**src/rtl/layer0_input_packer.sv**
```systemverilog
// layer0_input_packer: quantizes a stream of raw features and packs each complete frame into one double-buffered flat vector, dropping malformed frames.
module layer0_input_packer #(
    parameter int N_FEATURES = 49,
    parameter int IN_WIDTH   = 8,
    parameter int Q_BITS     = 2,
    parameter int LO         = 0,
    parameter int SHIFT      = 6
) (
    input  logic                         clk,
    input  logic                         rst_n,
    input  logic                         s_valid,
    output logic                         s_ready,
    input  logic [IN_WIDTH-1:0]          s_data,
    input  logic                         s_last,
    output logic                         m_valid,
    input  logic                         m_ready,
    output logic [N_FEATURES*Q_BITS-1:0] m_data,
    output logic                         err,
    output logic [7:0]                   err_cnt
);
    localparam int IW = $clog2(N_FEATURES);
    localparam logic [IW-1:0] LAST = IW'(N_FEATURES - 1);
    localparam logic [IN_WIDTH-1:0] LO_V = IN_WIDTH'(LO);
    localparam logic [IN_WIDTH-1:0] QMAX = IN_WIDTH'((1 << Q_BITS) - 1);
    typedef enum logic [1:0] {FILL, DISCARD, PEND} state_t;
    state_t state, state_nx;
    logic [IW-1:0] idx, idx_nx;
    logic [N_FEATURES*Q_BITS-1:0] a, a_nx;
    logic [IN_WIDTH-1:0] d, sh;
    logic [Q_BITS-1:0] q;
    logic acc, load, err_nx;
    assign d = s_data >= LO_V ? s_data - LO_V : '0;
    assign sh = d >> SHIFT;
    assign q = sh > QMAX ? QMAX[Q_BITS-1:0] : sh[Q_BITS-1:0];
    assign s_ready = state != PEND;
    assign acc = s_valid && s_ready;
    always_comb begin
        state_nx = state;
        idx_nx = idx;
        a_nx = a;
        load = 1'b0;
        err_nx = 1'b0;
        case (state)
            FILL: if (acc) begin
                a_nx[idx*Q_BITS +: Q_BITS] = q;
                idx_nx = (s_last || idx == LAST) ? '0 : idx + 1'b1;
                if (s_last && idx == LAST) begin
                    load = !m_valid || m_ready;
                    state_nx = load ? FILL : PEND;
                end else if (s_last) begin
                    err_nx = 1'b1;
                end else if (idx == LAST) begin
                    err_nx = 1'b1;
                    state_nx = DISCARD;
                end
            end
            DISCARD: if (acc && s_last) state_nx = FILL;
            // a parked frame moves only once the previous transfer has emptied O
            default: if (!m_valid) begin
                load = 1'b1;
                state_nx = FILL;
            end
        endcase
    end
    always_ff @(posedge clk or negedge rst_n) begin
        if (!rst_n) begin
            state <= FILL;
            idx <= '0;
            a <= '0;
            m_valid <= 1'b0;
            m_data <= '0;
            err <= 1'b0;
            err_cnt <= '0;
        end else begin
            state <= state_nx;
            idx <= idx_nx;
            a <= a_nx;
            err <= err_nx;
            if (err_nx && err_cnt != 8'hFF) err_cnt <= err_cnt + 8'd1;
            if (load) begin
                m_valid <= 1'b1;
                m_data <= a_nx;
            end else if (m_ready) begin
                m_valid <= 1'b0;
            end
        end
    end
endmodule
```
**config.mk**
```make
export PLATFORM = sky130hd
export DESIGN_NAME = layer0_input_packer
export DESIGN_NICKNAME = d
export VERILOG_FILES = /design/src/rtl/layer0_input_packer.sv
export SDC_FILE = /design/constraint.sdc
export NUM_CORES = 1
export LEC_CHECK = 0
export CORE_ASPECT_RATIO = 1.25
export CORE_MARGIN = 2
export CORE_UTILIZATION = 40
export DETAILED_ROUTE_END_ITERATION = 10
export GPL_TIMING_DRIVEN = 1
export PLACE_DENSITY_LB_ADDON = 0.08
export REMOVE_ABC_BUFFERS = 1
export SLEW_MARGIN = 40
export SYNTH_ARGS = -nofsm -noshare
export SYNTH_HDL_FRONTEND = slang
export SYNTH_SLANG_ARGS = --single-unit
```
**constraint.sdc**
```tcl
create_clock -name clk -period 9.5 [get_ports clk]
set_clock_uncertainty 0.1 [all_clocks]
set_input_delay 1.425 -clock clk [delete_from_list [all_inputs] [get_ports clk]]
set_output_delay 1.425 -clock clk [all_outputs]
set_load 0.1 [all_outputs]
```
==> metrics.yaml <==
run_status:
  outcome: "finished, final reports clean"
setup_path:
  rrSetupSlack_ps: 4800
  cp.required_ps: 9790
  path_class: "flip-flop to flip-flop"
  crit_arrival_ps: 4990
  start_kind: "flip-flop"
  path_max_fanout: 55
  cp-end-kind: "flip-flop"
yosys:
  synthCells: 785
  yosys_most_used_dff: "dfrtp_1"
  synth_area_per_cell_um2: 12.3
  async_flop_share_pct: 100
  yosysSeqAreaShare_pct: 55.6
  synth_warnings: 0
  netlist_area_um2: 9640
  synth_cell_type_count: 69
  synth_seq_cells: 214
  synth-edff-count: 0
cells_and_area:
  drive_gt1_share_pct: 37.8
  fin_cells: 1233
  nFillCells: 2169
  ff_latch_area_um2: 5360
  nets: 911
  multi_input_area_um2: 4040
  syn_to_final_growth_pct: 18.0
  antenna_cells: 0
  layout_common_cells: "dfrtp_1, mux2_2, buf_2"
  layout_commonest_cell: "dfrtp_1"
pwr:
  p_int_w: 0.00169
  swShare_pct: 35.2
  leakage_nw: 5.59
  seqPwrFrac_pct: 38.9
  p_sw_w: 0.000919
  combPwrFrac_pct: 24.0
  power.share.clock_pct: 37.1
  powerDensity_nw_per_um2: 229
  ir_drop_mv: 0.112
sta:
  finalSetupTns_ps: 0
  tightest_slew_ps: 800
  setup_viol: 0
  maxSlewHeadroom_pct: 46.4
  hold_viol: 0
  fin_hold_ws_ps: 373
  layout_min_cycle_time_ps: 4700
  slew_viol_final: 0
  grt_setup_unrepaired: "no"
  clock.fmax_mhz: 213
  period_share_pct: 49.5
  worst_slack_ps: 4800
global_routing:
  grt_pass1_wl_mm: 37.3
  antenna_found_initial: 0
  grt_max_degree: 80
  grt_usage_pct: 18.6
  grt_pass1_vias: 6864
  overflow: 0
place:
  dp_cells: 1190
  pre_cts_slack_ps: 4670
  portBuffers: 115
  gp_congestion: 0.873
  hpwl_mm: 16.1
routing:
  routed_wl_mm: 23.5
  via_per_inst: 5.36
  dr.pass1.iters: 5
  final_antenna_net_count: 0
  drt_iter0_drc: 382
  wl_per_cell_um: 19.1
  route.detailed.drc: 0
  vias: 6605
die:
  die_w_um: 143
  num_io_pins: 122
  rows: 63
  start_util_pct: 40.6
  die_area_um2: 25400
  fp.coreArea_um2: 23700
  fp.dieH_um: 178
job:
  max_cap_violations: 0
clock_network:
  cts.repair.resized: 0
  numCtsBuffers: 23
  insertion_delay_ps: 510
  htree_levels: 1
  cts_hold_buf: 0
  clock-root-buffer: "clkbuf_16"
  cts.clk_slew.worst_paths_ps: 60
  post_cts_buffers: 0
  cts_tree: "done"
  cts_sinks: 214
  clock_path_buffers: 3
hold_path:
  hold_class: "flip-flop to flip-flop"
-- final cells by class --
class	count	share of cell area, %
repair buffers	123	6.06
multi-input cells	516	35.5
inverters	13	0.429
clock inverters	15	1.83
flip-flops and latches	214	47.1
well taps	325	3.58
clock buffers	27	5.46
-- routing by layer --
metal | share of wire (%) | track usage, % | vias up
met2 | 49 | 30.8 | 224
met1 | 43 | 25.2 | 3294
met5 | 0 | 0 | -
met3 | 5.2 | 2.97 | 56
li1 | - | - | 3031
met4 | 2.5 | 5.94 | 0
-- power by group through the flow --
stage	registers [W]	clock network, W	logic (W)
detailed placement	0.00103	0	0.000628
global route	0.00102	0.00103	0.000661
CTS	0.00101	0.000996	0.000629
finish	0.00101	0.000970	0.000626
floorplan	0.00127	0	0.000214
global placement	0.00103	0	0.000650
-- cells in the mapped netlist (3+ instances only) --
cell	count	share of area, %
dfrtp_1	214	56
mux2_2	114	13
nand2_1	55	2.1
nor2_1	55	2.1
o21ai_0	47	2.4
nand3_1	31	1.6
a31oi_1	24	1.6
clkbuf_1	23	0.90
mux2_4	22	3.4
nor3_1	20	1.0
a21oi_1	16	0.83
inv_1	13	0.51
buf_2	9	0.47
nand3_2	8	0.83
nand4_1	8	0.52
ha_1	7	0.91
a32o_1	6	0.62
and3_1	6	0.39
buf_6	6	0.70
nand3b_1	6	0.47
xnor2_1	6	0.55
o211ai_2	5	0.65
xor2_1	5	0.45
a211oi_4	4	0.83
mux2_1	4	0.47
nand2_2	4	0.26
nand2b_1	4	0.26
o211ai_1	3	0.23
o21bai_1	3	0.23
o22ai_4	3	0.62
-- logic make-up after synthesis --
group / Yosys count / synth area share [%]
AND/OR/NAND/NOR: 229 / 13.0
flip-flops: 214 / 55.6
multiplexers: 142 / 17.4
AO/OA/AOI/OAI: 126 / 9.17
buffers and inverters: 55 / 2.82
XOR/XNOR: 12 / 1.17
adder cells (fa/ha/maj): 7 / 0.909
-- flip-flops by register name (all words and copies together), names as in the netlist --
name,cells
a,98
err,1
err_cnt,8
idx,6
m_data,98
m_valid,1
state,2
-- worst max-delay path: stages, from the launching register on --
cell	delay (ps)
dfrtp_2	590
inv_1	210
ha_1	520
nor3b_4	620
nand3_1	250
inv_1	140
ha_1	190
and3_1	210
o21a_4	570
buf_4	470
buf_12	270
mux2_2	360
-- worst paths after layout --
kind / from / endpoint / cells after the start
setup reg to reg: idx[0]$_DFFE_PN0P_ / m_data[62]$_DFFE_PN0P_ / 11
setup / recovery: idx[0]$_DFFE_PN0P_ / m_data[62]$_DFFE_PN0P_ / 11
max in group asynchronous: rst_n / a[11]$_DFF_PN0_ / 2
hold / removal: a[12]$_DFF_PN0_ / a[12]$_DFF_PN0_ / 2
hold reg to reg: a[12]$_DFF_PN0_ / a[12]$_DFF_PN0_ / 2
min in group asynchronous: rst_n / m_data[84]$_DFFE_PN0P_ / 1
-- metrics by stage --
stage	cell area [um2]	util [%]	power [W]
3_3_place_gp	11000	46.5	0.00168
5_1_grt	11400	47.9	0.00272
6_report	11400	47.9	0.00261
4_1_cts	11300	47.8	0.00264
3_5_place_dp	10500	44.3	0.00166
2_1_floorplan	9420	-	0.00149
No activity file was read; power rests on OpenSTA's default activity.
